--- src/rtl/ahb_sram_slave.sv ---
`default_nettype none
// ============================================================================
// Module   : ahb_sram_slave
// Brief    : AHB-Lite SRAM slave. Configurable data width, depth and wait
//            states. Supports hsize byte-lane writes, pipelined back-to-back
//            transfers and read-after-write forwarding.
// Options  : define AHB_SRAM_ERR_EN to return a two-cycle ERROR response for
//            out-of-range, oversize or misaligned transfers.
// Revision : 1.0 - initial release
// ============================================================================
module ahb_sram_slave #(
    parameter int DATA_W      = 32,
    parameter int ADDR_W      = 32,
    parameter int DEPTH       = 16,
    parameter int WAIT_CYCLES = 0
) (
    input  logic              hclk,
    input  logic              hresetn,
    input  logic              hsel,
    input  logic [ADDR_W-1:0] haddr,
    input  logic              hwrite,
    input  logic [2:0]        hsize,
    input  logic [2:0]        hburst,
    input  logic [3:0]        hprot,
    input  logic [1:0]        htrans,
    input  logic              hmastlock,
    input  logic              hready,
    input  logic [DATA_W-1:0] hwdata,
    output logic              hreadyout,
    output logic              hresp,
    output logic [DATA_W-1:0] hrdata
);

    localparam int              C_BYTES     = DATA_W / 8;
    localparam int              C_OFF_W     = $clog2(C_BYTES);
    localparam int              C_IDX_W     = $clog2(DEPTH);
    localparam int              C_WIDX_W    = ADDR_W - C_OFF_W;
    localparam logic [C_WIDX_W-1:0] C_DEPTH_W = C_WIDX_W'(DEPTH);
    localparam logic [2:0]      C_MAX_SIZE  = 3'(C_OFF_W);
    localparam logic [3:0]      C_WAIT_LOAD = 4'(WAIT_CYCLES);

    typedef enum logic [2:0] {
        ST_IDLE = 3'd0,
        ST_WAIT = 3'd1,
        ST_DATA = 3'd2,
        ST_ERR1 = 3'd3,
        ST_ERR2 = 3'd4
    } state_t;

    state_t              state_q, state_d;
    logic [3:0]          cnt_q, cnt_d;
    logic [ADDR_W-1:0]   addr_q, addr_d;
    logic                write_q, write_d;
    logic [2:0]          size_q, size_d;
    logic [DATA_W-1:0]   hrdata_q, hrdata_d;
    logic [DATA_W-1:0]   mem_q [DEPTH];
    logic [DATA_W-1:0]   mem_d [DEPTH];

    logic                w_accept;
    logic                w_bus_err;
    logic                w_commit;
    logic                w_rd_load;
    logic [C_IDX_W-1:0]  w_bus_idx;
    logic [C_IDX_W-1:0]  w_cap_idx;
    logic [C_IDX_W-1:0]  w_rd_idx;
    logic [C_BYTES-1:0]  w_wr_strb;
    logic                w_unused_inputs;

    // Word index of a byte address; out-of-range indices wrap modulo DEPTH.
    function automatic logic [C_IDX_W-1:0] word_idx(input logic [ADDR_W-1:0] a);
        logic [C_WIDX_W-1:0] full;
        full     = a[ADDR_W-1:C_OFF_W];
        word_idx = C_IDX_W'(full % C_DEPTH_W);
    endfunction

    // A lane is written when it sits in the same size-aligned block as the
    // address offset; oversize transfers are clamped to the full bus width.
    function automatic logic [C_BYTES-1:0] lane_strobe(input logic [C_OFF_W-1:0] off,
                                                       input logic [2:0]         size);
        logic [2:0] sz;
        sz          = (size > C_MAX_SIZE) ? C_MAX_SIZE : size;
        lane_strobe = '0;
        for (int b = 0; b < C_BYTES; b++) begin
            lane_strobe[b] = ((C_OFF_W'(b) >> sz) == (off >> sz));
        end
    endfunction

`ifdef AHB_SRAM_ERR_EN
    // Transfer is rejected when it leaves the array, exceeds the bus width
    // or is not naturally aligned to its size.
    function automatic logic xfer_err(input logic [ADDR_W-1:0] a, input logic [2:0] size);
        logic [C_WIDX_W-1:0] full;
        logic [C_OFF_W-1:0]  off;
        logic [C_OFF_W-1:0]  mask;
        full     = a[ADDR_W-1:C_OFF_W];
        off      = a[C_OFF_W-1:0];
        mask     = C_OFF_W'((1 << size) - 1);
        xfer_err = (full >= C_DEPTH_W) || (size > C_MAX_SIZE) || ((off & mask) != '0);
    endfunction

    assign w_bus_err = xfer_err(haddr, hsize);
`else
    assign w_bus_err = 1'b0;
`endif

    // hburst/hprot/hmastlock carry no meaning for a plain RAM; htrans[0]
    // only separates NONSEQ from SEQ, which is irrelevant per-beat.
    assign w_unused_inputs = ^{hburst, hprot, hmastlock, htrans[0]};

    assign w_accept  = hsel & hready & htrans[1];
    assign w_bus_idx = word_idx(haddr);
    assign w_cap_idx = word_idx(addr_q);
    assign w_wr_strb = lane_strobe(addr_q[C_OFF_W-1:0], size_q);
    assign w_commit  = (state_q == ST_DATA) && write_q;

    // Next-state, address-phase capture and bus handshake outputs.
    always_comb begin
        state_d   = state_q;
        cnt_d     = cnt_q;
        addr_d    = addr_q;
        write_d   = write_q;
        size_d    = size_q;
        w_rd_load = 1'b0;
        w_rd_idx  = w_cap_idx;
        hreadyout = 1'b1;
        case (state_q)
            ST_WAIT: begin
                hreadyout = 1'b0;
                cnt_d     = cnt_q - 4'd1;
                if (cnt_q <= 4'd1) begin
                    state_d   = ST_DATA;
                    w_rd_load = !write_q;
                end
            end
            ST_ERR1: begin
                hreadyout = 1'b0;
                state_d   = ST_ERR2;
            end
            default: begin
                // IDLE, DATA and ERR2 all end with the slave ready, so a new
                // address phase may be taken on the same edge.
                state_d = ST_IDLE;
                if (w_accept) begin
                    addr_d  = haddr;
                    write_d = hwrite;
                    size_d  = hsize;
                    if (w_bus_err) begin
                        state_d = ST_ERR1;
                    end else if (WAIT_CYCLES > 0) begin
                        state_d = ST_WAIT;
                        cnt_d   = C_WAIT_LOAD;
                    end else begin
                        // Zero-wait read: the word is fetched straight from
                        // the bus address on the accept edge.
                        state_d   = ST_DATA;
                        w_rd_load = !hwrite;
                        w_rd_idx  = w_bus_idx;
                    end
                end
            end
        endcase
`ifdef AHB_SRAM_ERR_EN
        hresp = (state_q == ST_ERR1) || (state_q == ST_ERR2);
`else
        hresp = 1'b0;
`endif
    end

    // Byte-lane write of the word addressed in the finishing data phase.
    always_comb begin
        mem_d = mem_q;
        if (w_commit) begin
            for (int b = 0; b < C_BYTES; b++) begin
                if (w_wr_strb[b]) begin
                    mem_d[w_cap_idx][8*b +: 8] = hwdata[8*b +: 8];
                end
            end
        end
    end

    // Read data is taken from the post-write array image, which forwards a
    // same-edge write into a back-to-back read of the same word.
    always_comb begin
        hrdata_d = hrdata_q;
        if (w_rd_load) begin
            hrdata_d = mem_d[w_rd_idx];
        end
    end

    assign hrdata = hrdata_q;

    // State, capture registers, read data and storage array.
    always_ff @(posedge hclk or negedge hresetn) begin
        if (!hresetn) begin
            state_q  <= ST_IDLE;
            cnt_q    <= '0;
            addr_q   <= '0;
            write_q  <= 1'b0;
            size_q   <= '0;
            hrdata_q <= '0;
            for (int i = 0; i < DEPTH; i++) begin
                mem_q[i] <= '0;
            end
        end else begin
            state_q  <= state_d;
            cnt_q    <= cnt_d;
            addr_q   <= addr_d;
            write_q  <= write_d;
            size_q   <= size_d;
            hrdata_q <= hrdata_d;
            mem_q    <= mem_d;
        end
    end

endmodule
`default_nettype wire

--- config.mk ---
export PLATFORM = sky130hd
export DESIGN_NAME = ahb_sram_slave
export DESIGN_NICKNAME = d
export VERILOG_FILES = /design/src/rtl/ahb_sram_slave.sv
export SDC_FILE = /design/constraint.sdc
export NUM_CORES = 1
export LEC_CHECK = 0
export CAP_MARGIN = 20
export CORE_MARGIN = 2
export CORE_UTILIZATION = 25
export CTS_CLUSTER_DIAMETER = 60
export DETAILED_ROUTE_END_ITERATION = 8
export PLACE_DENSITY_LB_ADDON = 0.05
export SLEW_MARGIN = 30
export SYNTH_ARGS = -nofsm -noshare
export SYNTH_HDL_FRONTEND = slang
export SYNTH_SLANG_ARGS = --single-unit
--- constraint.sdc ---
create_clock -name hclk -period 3.6 [get_ports hclk]
set_input_delay 0.36 -clock hclk [delete_from_list [all_inputs] [get_ports hclk]]
set_output_delay 0.36 -clock hclk [all_outputs]
set_load 0.02 [all_outputs]
==> flow_metrics.py <==
metrics = {
    "cells_and_area": {
        "ff_latch_area_um2": 13890,
        "most-common-layout-cells": "555 x dfrtp_1, 317 x mux2_2, 224 x o21ai_0",
        "nets": 2401,
        "utilization": 0.3087,
        "layout_commonest_cell": "dfrtp_1",
        "final_cells": 3673,
        "area_growth_pct": 22.75,
        "drive_above_1_share": 0.2885,
        "postLayoutCellArea_um2": 30780,
        "fillers": 10110,
        "multi_input_area_um2": 10440,
    },
    "die": {
        "die_y_um": 320.7,
        "die_area_um2": 102800,
        "pin_count": 116,
        "start_util": 0.2515,
        "rows": 116,
        "fp.dieW_um": 320.7,
        "core_area_um2": 99710,
    },
    "placed_design": {
        "place.gp.congestion": 0.7655,
        "placedCellCount": 3540,
        "dp_hpwl_um": 61050,
        "port-buffer-count": 78,
        "place_area_um2": 28300,
    },
    "timing": {
        "fmax_ghz": 0.2969,
        "worst_pin_slew_ns": 0.9835,
        "slew_violations": 0,
        "fin_crit_ns": 3.368,
        "setup_violations": 0,
        "period_share": 0.9357,
        "fin_tns_setup_ns": 0,
        "hold_violations": 0,
        "clock_skew_ns": 0.01305,
        "slew_headroom": 0.3422,
        "rsz0062_at_grt": "no",
    },
    "worst_setup_path": {
        "crit_path_top_delay_cell": "a2111oi_1",
        "startpoint_type": "flip-flop",
        "cp_top_family": "compound AO/OA/AOI/OAI gates",
        "r2r_setup_slack_ns": 0.23,
        "worstReg2RegEnd": "hrdata[1]",
        "critPathKind": "flip-flop to flip-flop",
        "worstPathArrival_ns": 3.85,
        "worstPathRequired_ns": 4.08,
        "rr_worst_depth": 9,
        "cp_max_fo": 12,
        "crit_buf_inv": 2,
        "crit_chain": "and4b_1 -> nand2_1 -> buf_4 -> o21ai_0 -> o21ai_0 -> a221o_1 -> a2111oi_1 -> buf_4 -> a311oi_1",
        "max_stage_delay_ns": 0.64,
        "endpoint_kind": "flip-flop",
        "rr_startpoint": "addr_q[3]",
    },
    "cts": {
        "cts_buffer_depth": 3,
        "cts_tree": "yes",
        "clkLatencyLatePin_ns": 0.61,
        "cts_root_buffer": "clkbuf_16",
        "clock-sinks": 555,
        "cts_buffers": 74,
        "h-tree-depth": 3,
        "clk_pin_slew_ns": 0.06,
    },
    "global_route": {
        "antenna_found_initial": 5,
        "grt_pass1_vias": 19390,
        "grt_max_degree": 79,
        "grt_overflow_total": 0,
        "grt_usage": 0.1808,
        "grt_pass1_wl_um": 137000,
    },
    "yosys": {
        "synth_edf_count": 0,
        "synth_flop_cell": "dfrtp_1",
        "ys_seq_area_frac": 0.5539,
        "synth_area_um2": 25070,
        "yosysUniqueCellTypes": 70,
        "yosys_register_bits": 555,
        "postSynthCellCount": 2150,
        "yosysWarnings": 0,
        "synth.avg_cell_area_um2": 11.66,
        "syn_nets": 2232,
        "synthArstFlopShare": 1.000,
    },
    "power": {
        "leakagePower_nw": 13.35,
        "power_mw": 19.12,
        "power.density_nw_per_um2": 621.4,
        "vdd_drop_max_v": 0.0002819,
    },
    "detailed_routing": {
        "routedWlPerCell_um": 25.09,
        "ant_nets": 0,
        "drc_errors": 0,
        "via_per_inst": 4.998,
        "drt_wl_total_um": 92160,
        "drt_first_pass_iters": 5,
        "drt_iter0_drc": 1220,
        "vias": 18360,
    },
    "hold_path": {
        "hold_class": "input port to async pin",
    },
    "job": {
        "cap_violations": 0,
    },
    "run_status": {
        "outcome": "completed",
    },
}
sequential cells by signal (all words and copies together) (netlist names):
register / flops
addr_q: 6
hrdata: 32
mem_q: 512
size_q: 3
state_q: 1
write_q: 1
cell type report:
class / count / area share
sequential: 555 / 0.4513
multi-input combinational: 1389 / 0.3391
clock buffer: 113 / 0.07229
timing repair buffer: 244 / 0.07058
tap: 1298 / 0.05277
clock inverter: 18 / 0.007237
inverter: 55 / 0.006708
antenna: 1 / 0.00008131
through the flow:
| step | hold slack, ns | setup WS, ns |
|---|---|---|
| after floorplan | 0.06441 | 0.9972 |
| after global placement | 0.4558 | -0.3826 |
| after detailed placement | 0.4576 | -0.1498 |
| after CTS | 0.3078 | 0.0004947 |
| after global routing | 0.3379 | 0.006346 |
| final | 0.3562 | 0.2315 |
where the power goes:
group | total, mW | internal [mW] | switching (mW)
Sequential | 7.75 | 7.38 | 0.368
Combinational | 3.96 | 1.54 | 2.42
Clock | 7.41 | 4.54 | 2.87
cell families (layout without fill, tap and decap cells):
| group | count (synthesis) | after routing | share of synthesized area |
|---|---|---|---|
| AOI/OAI and AO/OA | 614 | 614 | 0.1655 |
| DFF | 555 | 555 | 0.5539 |
| and+or+nand+nor | 401 | 401 | 0.08064 |
| muxes | 372 | 372 | 0.1645 |
| buffers and inverters | 206 | 430 | 0.03508 |
| other | 2 | 3 | 0.0002995 |
synth_stat cells (all sizes together), types with 8 or more instances:
cell type | instances | area share
dfrtp | 555 | 0.55
mux2 | 318 | 0.14
o21ai | 227 | 0.045
nand2 | 160 | 0.024
clkbuf | 101 | 0.015
a21oi | 99 | 0.020
nor2 | 90 | 0.018
nand3 | 64 | 0.014
inv | 55 | 0.0082
mux2i | 54 | 0.022
buf | 50 | 0.012
and2 | 34 | 0.0086
a221oi | 31 | 0.011
a211oi | 25 | 0.0091
a2111oi | 24 | 0.0084
o21a | 18 | 0.0054
a32o | 17 | 0.0068
o211a | 17 | 0.0068
a311oi | 16 | 0.0056
o211ai | 16 | 0.0048
a221o | 15 | 0.0060
a32oi | 15 | 0.0052
a22o | 14 | 0.0049
nor2b | 12 | 0.0030
a211o | 10 | 0.0035
a22oi | 10 | 0.0030
nand2b | 10 | 0.0025
o221a | 10 | 0.0045
o2bb2ai | 9 | 0.0031
a21o | 8 | 0.0024
a31o | 8 | 0.0028
a31oi | 8 | 0.0020
nor3 | 8 | 0.0031
nor4 | 8 | 0.0020
o22a | 8 | 0.0028
o22ai | 8 | 0.0020
how the worst max path moves through the flow:
stage                       to  startpoint  depth (start not counted)  slack [ns]
detailed placement   hrdata[7]        hsel                         11       -0.15
floorplan           hrdata[29]   addr_q[3]                          8         1.0
CTS                  hrdata[5]   addr_q[5]                          9      0.0005
finish               hrdata[1]   addr_q[3]                          9        0.23
global placement     hrdata[5]   htrans[1]                         11       -0.38
global route         hrdata[7]   addr_q[3]                          9       0.006
metal layers:
layer | global-route usage | part of all wire | wire length, um | up-vias
li1 | - | - | - | 8222
met4 | 0.05248 | 0.021 | 1932 | 0
met2 | 0.2884 | 0.46 | 42800 | 375
met1 | 0.2548 | 0.48 | 44450 | 9643
met3 | 0.02450 | 0.032 | 2977 | 116
met5 | 0 | 0 | 0 | -
worst register-to-register path, stage by stage (launching register included):
cell and delay, ns:
dfrtp_1 0.60, and4b_1 0.50, nand2_1 0.32, buf_4 0.29, o21ai_0 0.14, o21ai_0 0.13, a221o_1 0.36, a2111oi_1 0.64
buf_4 0.21, a311oi_1 0.04
timing repair:
item	in CTS	in global routing
endpoints found under the hold margin	66	0
pin swaps	0	0
gates resized for setup	2	2
hold buffers	1	0
endpoints found under the setup margin	2	4
setup buffers	0	0
No activity file was read; power rests on OpenSTA's default activity.
